File: config.mk
export PLATFORM = sky130hd
export DESIGN_NAME = mem_bus_arbiter
export DESIGN_NICKNAME = d
export VERILOG_FILES = /design/src/rtl/mem_bus_pkg.sv /design/src/rtl/arb_priority_sel.sv /design/src/rtl/mem_bus_arbiter.sv
export SDC_FILE = /design/constraint.sdc
export NUM_CORES = 1
export LEC_CHECK = 0
export CAP_MARGIN = 20
export CORE_AREA = 2 2 202 204
export CTS_CLUSTER_SIZE = 25
export DETAILED_ROUTE_END_ITERATION = 10
export DIE_AREA = 0 0 204 206
export DONT_BUFFER_PORTS = 1
export MAX_ROUTING_LAYER = met4
export PLACE_DENSITY = 0.37
export SLEW_MARGIN = 20
export SYNTH_ARGS = -nofsm -noshare
export SYNTH_HDL_FRONTEND = slang
export SYNTH_SLANG_ARGS = --single-unit
File: constraint.sdc
create_clock -name CLK -period 2.03 [get_ports CLK]
set_input_delay 0.3045 -clock CLK [delete_from_list [all_inputs] [get_ports CLK]]
set_output_delay 0.3045 -clock CLK [all_outputs]
set_load 0.01 [all_outputs]
File: src/rtl/mem_bus_pkg.sv
// Shared types and constants for the two-requester memory bus arbiter.
// Optional build macro ARB_ROUND_ROBIN_EN is consumed by arb_priority_sel.
package mem_bus_pkg;

   localparam int DEF_ADDR_W = 64;
   localparam int DEF_DATA_W = 64;
   // Wide enough for the largest permitted starvation bound (15)
   localparam int STREAK_W   = 4;

   typedef enum logic [1:0] {
      ST_IDLE = 2'd0,
      ST_BUSY = 2'd1,
      ST_DONE = 2'd2
   } state_t;

   typedef enum logic {
      GNT_I = 1'b0,
      GNT_D = 1'b1
   } gnt_t;

endpackage

File: src/rtl/arb_priority_sel.sv
// Winner select for the shared bus: D-priority with a starvation bound on I,
// or plain round-robin on ties when ARB_ROUND_ROBIN_EN is defined.
module arb_priority_sel
   import mem_bus_pkg::*;
#(
   parameter int MAX_STREAK = 4
)(
   input  logic CLK,
   input  logic reset,
   input  logic i_req,
   input  logic d_req,
   input  logic grant_en,
   output gnt_t winner
);

`ifdef ARB_ROUND_ROBIN_EN

   gnt_t last_gnt_reg;

   // Ties go to whichever side did not win the previous grant
   always_comb begin
      winner = GNT_D;
      if (i_req && d_req) begin
         winner = (last_gnt_reg == GNT_D) ? GNT_I : GNT_D;
      end else if (i_req) begin
         winner = GNT_I;
      end
   end

   always_ff @(posedge CLK) begin
      if (reset) begin
         last_gnt_reg <= GNT_D;
      end else if (grant_en) begin
         last_gnt_reg <= winner;
      end
   end

`else

   localparam logic [STREAK_W-1:0] STREAK_MAX = STREAK_W'(MAX_STREAK);

   logic [STREAK_W-1:0] streak_reg;
   logic [STREAK_W-1:0] streak_next;

   always_comb begin
      winner = GNT_D;
      if (i_req && (!d_req || streak_reg == STREAK_MAX)) begin
         winner = GNT_I;
      end
   end

   // Count only D grants that actually made a pending I request wait
   always_comb begin
      streak_next = streak_reg;
      if (grant_en) begin
         if (winner == GNT_I || !i_req) begin
            streak_next = '0;
         end else if (streak_reg != STREAK_MAX) begin
            streak_next = streak_reg + STREAK_W'(1);
         end
      end
   end

   always_ff @(posedge CLK) begin
      if (reset) begin
         streak_reg <= '0;
      end else begin
         streak_reg <= streak_next;
      end
   end

`endif

endmodule

File: src/rtl/mem_bus_arbiter.sv
// Arbiter/sequencer for the shared memory bus between I-side and D-side.
// Build macro ARB_ROUND_ROBIN_EN selects round-robin tie-breaking.
module mem_bus_arbiter
   import mem_bus_pkg::*;
#(
   parameter int ADDR_W     = DEF_ADDR_W,
   parameter int DATA_W     = DEF_DATA_W,
   parameter int MAX_STREAK = 4
)(
   input  logic              CLK,
   input  logic              reset,
   input  logic              i_req,
   input  logic [ADDR_W-1:0] i_addr,
   output logic              i_done,
   output logic [DATA_W-1:0] i_rdata,
   input  logic              d_req,
   input  logic              d_we,
   input  logic [ADDR_W-1:0] d_addr,
   input  logic [DATA_W-1:0] d_wdata,
   output logic              d_done,
   output logic [DATA_W-1:0] d_rdata,
   output logic              mem_req,
   output logic              mem_we,
   output logic [ADDR_W-1:0] mem_addr,
   output logic [DATA_W-1:0] mem_wdata,
   input  logic              mem_ack,
   input  logic [DATA_W-1:0] mem_rdata,
   output logic              busy
);

   state_t            state_reg, state_next;
   gnt_t              gnt_reg, gnt_next;
   gnt_t              winner;
   logic              grant_en;
   logic              mem_req_reg, mem_req_next;
   logic              mem_we_reg, mem_we_next;
   logic [ADDR_W-1:0] mem_addr_reg, mem_addr_next;
   logic [DATA_W-1:0] mem_wdata_reg, mem_wdata_next;
   logic              i_done_reg, i_done_next;
   logic              d_done_reg, d_done_next;
   logic [DATA_W-1:0] i_rdata_reg, i_rdata_next;
   logic [DATA_W-1:0] d_rdata_reg, d_rdata_next;

   assign grant_en = (state_reg == ST_IDLE) && (i_req || d_req);

   arb_priority_sel #(
      .MAX_STREAK (MAX_STREAK)
   ) u_sel (
      .CLK      (CLK),
      .reset    (reset),
      .i_req    (i_req),
      .d_req    (d_req),
      .grant_en (grant_en),
      .winner   (winner)
   );

   always_ff @(posedge CLK) begin
      if (reset) begin
         state_reg     <= ST_IDLE;
         gnt_reg       <= GNT_D;
         mem_req_reg   <= 1'b0;
         mem_we_reg    <= 1'b0;
         mem_addr_reg  <= '0;
         mem_wdata_reg <= '0;
         i_done_reg    <= 1'b0;
         d_done_reg    <= 1'b0;
         i_rdata_reg   <= '0;
         d_rdata_reg   <= '0;
      end else begin
         state_reg     <= state_next;
         gnt_reg       <= gnt_next;
         mem_req_reg   <= mem_req_next;
         mem_we_reg    <= mem_we_next;
         mem_addr_reg  <= mem_addr_next;
         mem_wdata_reg <= mem_wdata_next;
         i_done_reg    <= i_done_next;
         d_done_reg    <= d_done_next;
         i_rdata_reg   <= i_rdata_next;
         d_rdata_reg   <= d_rdata_next;
      end
   end

   always_comb begin
      state_next     = state_reg;
      gnt_next       = gnt_reg;
      mem_req_next   = mem_req_reg;
      mem_we_next    = mem_we_reg;
      mem_addr_next  = mem_addr_reg;
      mem_wdata_next = mem_wdata_reg;
      i_done_next    = 1'b0;
      d_done_next    = 1'b0;
      i_rdata_next   = i_rdata_reg;
      d_rdata_next   = d_rdata_reg;

      case (state_reg)
         ST_IDLE: begin
            if (grant_en) begin
               gnt_next     = winner;
               mem_req_next = 1'b1;
               state_next   = ST_BUSY;
               if (winner == GNT_D) begin
                  mem_we_next    = d_we;
                  mem_addr_next  = d_addr;
                  mem_wdata_next = d_wdata;
               end else begin
                  mem_we_next    = 1'b0;
                  mem_addr_next  = i_addr;
                  mem_wdata_next = '0;
               end
            end
         end
         ST_BUSY: begin
            // Requests are deliberately ignored here; the granted side completes
            if (mem_ack) begin
               mem_req_next = 1'b0;
               state_next   = ST_DONE;
               if (gnt_reg == GNT_D) begin
                  d_rdata_next = mem_rdata;
                  d_done_next  = 1'b1;
               end else begin
                  i_rdata_next = mem_rdata;
                  i_done_next  = 1'b1;
               end
            end
         end
         ST_DONE: begin
            state_next = ST_IDLE;
         end
         default: begin
            state_next = ST_IDLE;
         end
      endcase
   end

   assign mem_req   = mem_req_reg;
   assign mem_we    = mem_we_reg;
   assign mem_addr  = mem_addr_reg;
   assign mem_wdata = mem_wdata_reg;
   assign i_done    = i_done_reg;
   assign d_done    = d_done_reg;
   assign i_rdata   = i_rdata_reg;
   assign d_rdata   = d_rdata_reg;
   assign busy      = (state_reg != ST_IDLE);

endmodule

After elaboration in Yosys (flattened, before gate mapping) --
Index checks and enable logic that the tools add are counted.
Cells by class: bitwise gates (word level) 3, mux-type cells 14, eq/ne operators 5, reduce and logical (&&, ||, !) cells 18, add/sub/neg operators 1
Operators with widths (number):
- $mux 64 | 2
- $reduce_and 3->1 | 3
- $mux 4 | 2
- $mux 1 | 6
- $reduce_and 2->1 | 3
- $reduce_bool 2->1 | 3
- $add 4x1->4 const B | 1
- $eq 4x3->1 const B | 1
- $mux 2 | 2
- $ne 2x2->1 const B | 2
- $ne 4x3->1 const B | 1
- $pmux 2 s2 | 1
- $logic_or 1x1->1 | 3
- $not 1->1 | 3
- $reduce_or 3->1 | 1
- $eq 2x1->1 const B | 1
- $logic_and 1x1->1 | 2
- $logic_not 1->1 | 2
- $logic_not 2->1 | 1
- $pmux 1 s2 | 1
Word-level totals: output and inout port bits 261, input port bits 262, register bits 267, logic and storage cells 52

Longest topological paths before layout --
Gate-level depths: netlist of the first run.
depth in word-level cells 6, depth in mapped cells 8, mapped depth without buffers 6

Cells and area by module --
A second synthesis of the first run with hierarchy kept.
Second synthesis, totals: cells, all modules 1203, area, all modules 10630.2 um2
By module, submodules not included:
- mem_bus_arbiter | cells an instance 1176, sequential area each 5265.0 um2, area an instance 10397.5 um2, instances 1
- arb_priority_sel | cells an instance 27, sequential area each 80.1 um2, area an instance 232.7 um2, instances 1

Worst setup path after synthesis of the first run --
OpenSTA, ideal clock, no wires.
path kind reg-to-reg, start point register u_sel.streak_reg[0], end point register mem_wdata_reg[57], in the netlist mem_wdata[57], period minus slack after synthesis 1480 ps, data arrival time 1409 ps, cell stages (with the launch flop) 9, required time 1959 ps, setup time 71 ps, setup slack 550 ps, path buffers 2, cells stage by stage dfxtp_1 > inv_1 > ha_1 > nand3b_1 > a21bo_2 > buf_2 > buf_2 > nand3_1 > a21oi_1
On the way: word-level cells in the longest chain between the ends 4
Ends and longest elaborated chain:
- start: declaration | RTL line arb_priority_sel.sv:42 | logic [STREAK_W-1:0] streak_reg;
- start signal: assignment | RTL line arb_priority_sel.sv:68 | streak_reg <= streak_next;
- $eq 4x3->1 | RTL line arb_priority_sel.sv:47 | if (i_req && (!d_req || streak_reg == STREAK_MAX)) begin
- $logic_or 1x1->1 | RTL line arb_priority_sel.sv:47
- $logic_and 1x1->1 | RTL line arb_priority_sel.sv:47
- $mux 64 | RTL line mem_bus_arbiter.sv:101 | if (winner == GNT_D) begin
- end signal: assignment | RTL line mem_bus_arbiter.sv:75 | mem_wdata_reg <= mem_wdata_next;
- end: declaration | RTL line mem_bus_arbiter.sv:38 | logic [DATA_W-1:0] mem_wdata_reg, mem_wdata_next;
Every way passes these cells. A chain may end at the register's enable or synchronous reset.

Worst setup path in the final report of the first run --
start point register state_reg[1], end point register u_sel.streak_reg[0]
On the way: word-level cells in the longest chain between the ends 3
Ends and longest elaborated chain:
- start: declaration | RTL line mem_bus_arbiter.sv:31 | state_t state_reg, state_next;
- start signal: assignment | RTL line mem_bus_arbiter.sv:70 | state_reg <= state_next;
- $logic_not 2->1 | RTL line mem_bus_arbiter.sv:44 | assign grant_en = (state_reg == ST_IDLE) && (i_req || d_req);
- $logic_and 1x1->1 | RTL line mem_bus_arbiter.sv:44
- $reduce_and 2->1 (no source line)
Every way passes these cells.

==> results of run 1 <==
==> layout by cell type (no fill, tap or decap), types with 2 or more instances in the layout <==
cell type,count
ha_1,2
nand2_1,389
inv_6,2
a31oi_1,2
clkbuf_8,8
a211oi_1,14
buf_4,11
buf_12,25
a211oi_2,50
a21oi_1,210
clkinvlp_4,2
nor2_4,2
nor2_1,70
a21oi_2,50
nand3_1,69
nand3b_1,2
clkinv_2,3
dlygate4sd3_1,170
clkbuf_1,6
dfxtp_1,266
clkbuf_16,35
inv_1,3
==> worst paths after layout <==
| kind | to | cells past startpoint | slack, ps |
|---|---|---|---|
| worst max register to register | u_sel.streak_reg[0] | 6 | 100 |
| worst min-delay path | mem_addr[46] | 1 | -190 |
| worst min register to register | u_sel.streak_reg[1] | 2 | 490 |
| worst max-delay path | u_sel.streak_reg[0] | 6 | 100 |
==> critical path: cells and delay by family, from the launching register on <==
family          cells  cell delay [ps]
flops               1              340
buf+inv             2              780
simple gates        2              320
compound gates      2              380
==> cell type report <==
type	instances	area, sq um	share of cell area
multi-input cells	874	4530	0.325
clock buffers	45	908	0.0653
well taps	532	666	0.0478
inverters	4	15.0	0.00108
flip-flops and latches	267	5350	0.384
clock inverters	8	56.3	0.00405
repair buffers	211	2400	0.172
==> through the flow <==
stage	power, uW	util	cells	area (sq um)
after floorplan	7050	-	1252	10400
after global placement	7450	0.276	1711	11100
after detailed placement	7480	0.276	1711	11100
after CTS	13100	0.333	1893	13400
after global routing	13500	0.346	1941	13900
final	12900	0.346	1941	13900
==> power by group through the flow <==
| stage | combinational, uW | sequential, uW | clock [uW] |
|---|---|---|---|
| 2_1_floorplan | 1050 | 5990 | 0 |
| 3_3_place_gp | 1320 | 6130 | 0 |
| 3_5_place_dp | 1350 | 6130 | 0 |
| 4_1_cts | 1500 | 6010 | 5550 |
| 5_1_grt | 1740 | 6040 | 5720 |
| 6_report | 1570 | 6000 | 5360 |
==> timing repair <==
action,in CTS,in global routing
resized for setup,0,4
endpoints found under the hold margin,267,189
endpoints found under the setup margin,0,61
buffers inserted,0,2
hold buffers,129,41
==> layer usage <==
metal	vias to the layer above	wire length [um]	global-route usage
li1	4449	-	-
met1	4437	15500	0.198
met2	369	20000	0.298
met3	59	3640	0.0544
met4	0	1000	0.0518
met5	-	0	-
==> logic make-up (layout without fill, tap and decap cells) <==
kind of cell | count (synthesis) | in the layout | share of synthesized area
AND/OR/NAND/NOR | 540 | 540 | 0.208
flip-flops | 267 | 267 | 0.513
AO/OA/AOI/OAI | 332 | 332 | 0.220
buffers and inverters | 111 | 268 | 0.0567
adder cells (fa/ha/maj) | 2 | 2 | 0.00240
==> flow_metrics.py, run 1 <==
metrics = {
    "synthesis": {
        "synth_edf_count": 0,
        "synth_nets": 1516,
        "synth_top_area_cell": "dfxtp_1",
        "synth_top_area_share": 0.513,
        "synthesis.area_sq_um": 10400,
        "netlist_instances": 1252,
        "yosys_warnings": 0,
        "synthTopCellsByArea": "dfxtp_1, nand2_1, a21oi_1, a211oi_2, a21oi_2",
        "avgSynthCellArea_sq_um": 8.32,
        "ys_types": 33,
        "synth.most_common_cell": "nand2_1",
        "synth_seq_cells": 267,
        "ys_seq_area_frac": 0.513,
        "async_flop_share": 0,
        "synth_common_cells": "nand2_1, dfxtp_1, a21oi_1",
        "synthFlopType": "dfxtp_1",
    },
    "clock_tree": {
        "cts_sinks": 267,
        "clkSlewWorstSetupHoldPaths_ps": 60,
        "cts_buffer_depth": 3,
        "clock_latency_ps": 580,
        "htree_num_levels": 1,
        "cts-root-buf": "clkbuf_16",
        "numCtsBuffers": 31,
        "tritoncts": "built",
    },
    "routing": {
        "drt_first_pass_iters": 5,
        "wl_per_cell_um": 20.7,
        "vias": 9314,
        "wl_um": 40200,
        "drt_iter0_markers": 624,
        "drc": 0,
        "via_per_inst": 4.80,
        "drtAntennaViolNets": 0,
    },
    "cells_and_area": {
        "n_fill_cell": 4208,
        "nets": 1653,
        "num_antenna_cells": 0,
        "area_growth_pct": 33.6,
        "drive_above_1_share": 0.143,
    },
    "die": {
        "die_y_um": 206,
        "start_util": 0.259,
        "die_area_sq_um": 42000,
        "fp.dieW_um": 204,
        "pin_count": 523,
        "core_sq_um": 40200,
        "rows": 74,
    },
    "global_route": {
        "grt_max_degree": 268,
        "antenna_found_initial": 0,
        "grt_usage": 0.175,
        "grt_pass1_vias": 9047,
        "grt_pass1_wl_um": 56000,
        "overflow": 0,
    },
    "power_and_ir_drop": {
        "peakVddDrop_mv": 0.567,
        "p_sw_uw": 3560,
        "power_density_nw_per_um2": 929,
        "p_seq_frac": 0.464,
        "clock_power_share": 0.414,
        "leakage_uw": 0.00516,
        "swShare": 0.275,
        "p_int_uw": 9370,
        "combPwrFrac": 0.121,
    },
    "worst_setup_path": {
        "crit_path_start_kind": "flip-flop",
        "worstPathCellList": "nor2_2 > o21ai_4 > buf_12 > a22oi_1 > nor2_1 > dlygate4sd3_1",
        "required_ps": 2480,
        "cp.arrival_ps": 2380,
        "crit_fanout": 24,
        "slowest_delay_ps": 550,
        "crit_start": "state_reg[1]",
        "slowest_stage": "dlygate4sd3_1",
        "crit_type": "reg2reg",
        "cp-end-kind": "flip-flop",
        "r2r-start": "state_reg[1]",
    },
    "timing": {
        "slew_viol_final": 0,
        "tns_ps": 0,
        "finClkSkew_ps": 20.4,
        "fin_ws_ps": 99.5,
        "rsz0062_at_grt": "yes",
        "setup_viol": 0,
        "worst_slew_pin_slew_ps": 453,
        "max_slew_margin": 0.698,
        "fin_crit_ps": 1930,
        "fin_hold_ws_ps": -194,
        "period_share": 0.951,
        "max_freq_mhz": 518,
        "final-hold-violation-count": 129,
    },
    "worst_hold_path": {
        "min_path_type": "in2reg",
        "timing.hold.worst.start": "reset",
    },
    "placed_design": {
        "dp_slack_ps": 215,
        "portBuffers": 0,
        "place_congestion": 0.758,
        "dp.final_hpwl_um": 25700,
    },
    "outcome": {
        "outcome": "finished, violations left",
        "violations": "negative hold slack",
    },
    "run": {
        "drv_cap": 0,
    },
}
Note: power is estimated with default switching activity, not from simulation.
==> inputs of run 2 (changes only) <==
- CAP_MARGIN: 20 -> 5
==> results of run 2 <==
Final layout, timing and power as in run 1 (identical DEF).
==> inputs of run 3 (changes only) <==
- CORE_AREA: 2 2 202 204 -> not set
- CORE_MARGIN: not set -> 5
- CORE_UTILIZATION: not set -> 28
- DIE_AREA: 0 0 204 206 -> not set
- PLACE_DENSITY: 0.37 -> 0.38
- TNS_END_PERCENT: not set -> 100
==> run 3 against run 2 <==
- the run still ends with negative hold slack left
- final area fell by 2.8%
- total power up 0.53%
- critical path depth rose by 1
- critical endpoint is now u_sel.streak_reg[2]
==> flow_metrics.py, run 3 (same netlist as run 1, synthesis figures left out) <==
metrics = {
    "cells_and_area": {
        "drive_above_1_share": 0.136,
        "num_antenna_cells": 0,
        "final_core_util": 0.368,
        "final_cell_mix": "nand2_1, dfxtp_1, a21oi_1, dlygate4sd3_1, nor2_1",
        "area_growth_pct": 29.8,
        "layout_commonest_cell": "nand2_1",
        "nets": 1633,
        "fin_area_sq_um": 13500,
        "n_fill_cell": 3783,
    },
    "worst_setup_path": {
        "cp.arrival_ps": 2400,
        "reg2reg_depth": 7,
        "required_ps": 2520,
        "reg2reg_slack_ps": 120,
        "cp-end-kind": "flip-flop",
        "crit_fanout": 6,
        "crit_type": "reg2reg",
        "crit_path_start_kind": "flip-flop",
    },
    "outcome": {
        "outcome": "finished, violations left",
        "violations": "negative hold slack",
    },
    "timing": {
        "slew_viol_final": 0,
        "setup_viol": 0,
        "tns_ps": 0,
        "period_share": 0.941,
        "fin_hold_ws_ps": -167,
        "max_freq_mhz": 523,
        "fin_crit_ps": 1910,
        "finClkSkew_ps": 9.36,
        "rsz0062_at_grt": "no",
        "max_slew_margin": 0.557,
        "final-hold-violation-count": 81,
        "worst_slew_pin_slew_ps": 664,
    },
    "routing": {
        "drt_iter0_markers": 471,
        "drc": 0,
        "wl_um": 39800,
        "drtAntennaViolNets": 0,
        "wl_per_cell_um": 21.4,
        "drt_first_pass_iters": 5,
        "vias": 9116,
        "via_per_inst": 4.91,
    },
    "placed_design": {
        "portBuffers": 0,
        "place_area_sq_um": 10900,
        "place_congestion": 0.792,
        "dp.final_hpwl_um": 26500,
    },
    "clock_tree": {
        "numCtsBuffers": 31,
        "htree_num_levels": 1,
        "cts-root-buf": "clkbuf_16",
        "clock_latency_ps": 560,
        "cts_sinks": 267,
        "cts_buffer_depth": 3,
        "clkSlewWorstSetupHoldPaths_ps": 60,
        "tritoncts": "built",
    },
    "global_route": {
        "grt_pass1_vias": 8795,
        "grt_pass1_wl_um": 56900,
        "top_usage_layer": "met2",
        "grt_usage": 0.181,
        "use_met1": 0.206,
        "antenna_found_initial": 0,
        "grt_util_met3": 0.0661,
        "overflow": 0,
        "grt_util_met2": 0.302,
        "grt_max_degree": 268,
    },
    "die": {
        "start_util": 0.284,
        "die_y_um": 203,
        "core_sq_um": 36700,
        "rows": 70,
        "die_area_sq_um": 41200,
        "pin_count": 523,
        "fp.dieW_um": 203,
    },
    "power_and_ir_drop": {
        "leakage_uw": 0.00489,
        "power_density_nw_per_um2": 961,
        "peakVddDrop_mv": 0.672,
        "totalPowerFinal_uw": 13000,
    },
    "worst_hold_path": {
        "holdPathStages": 1,
        "min_path_type": "in2reg",
    },
    "run": {
        "drv_cap": 0,
    },
}
run 3: changes by cell type in the layout (fill, tap and decap cells not counted), moves of 2 or more:
cell,before,now
clkbuf_1,6,10
buf_12,25,16
bufinv_16,0,2
dlygate4sd3_1,170,158
clkbuf_16,35,33
buf_4,11,15
inv_6,2,0
clkinvlp_4,2,0
run 3: critical path, stage by stage, from the launching register on:
cell and delay [ps]:
dfxtp_1 360, inv_1 60, ha_1 170, nand3b_1 190, and3_4 260, nand4b_1 100, a31oi_1 160, dlygate4sd3_1 560
run 3: metal layers:
layer / vias up / part of all wire
met3: 56 / 0.085
li1: 4411 / -
met1: 4331 / 0.39
met5: - / 0
met2: 318 / 0.50
met4: 0 / 0.025
run 3: cell type report:
cell class,instances,area (sq um),area share
Tap cell,468,586,0.0433
Timing Repair Buffer,191,2060,0.153
Clock inverter,5,75.1,0.00555
Clock buffer,48,910,0.0673
Multi-Input combinational cell,874,4530,0.335
Sequential cell,267,5350,0.395
Inverter,4,15.0,0.00111
run 3: per-stage QoR:
step	setup WS [ps]	std cells	hold WS [ps]
floorplan	550	1252	440
detailed placement	262	1642	392
global placement	249	1642	392
finish	119	1857	-167
global route	4.66	1857	-214
CTS	33.2	1764	-212
run 3: what timing repair did:
| action | CTS | global route |
|---|---|---|
| hold buffers | 69 | 89 |
| setup endpoints to repair | 0 | 21 |
| gates resized for setup | 0 | 4 |
| endpoints found under the hold margin | 267 | 242 |
| buffers inserted | 0 | 2 |
run 3: path summary, 6_finish.rpt:
| check | start | to |
|---|---|---|
| worst max register to register | u_sel.streak_reg[1] | u_sel.streak_reg[2] |
| worst min-delay path | reset | mem_addr[36] |
| worst min register to register | d_rdata[26] | d_rdata[26] |
| worst max-delay path | u_sel.streak_reg[1] | u_sel.streak_reg[2] |
run 3: report_power, final:
part / total [uW] / internal [uW] / switching, uW
Combinational: 1530 / 691 / 839
Clock: 5460 / 3290 / 2170
Sequential: 6010 / 5570 / 438
Total: 13000 / 9550 / 3440
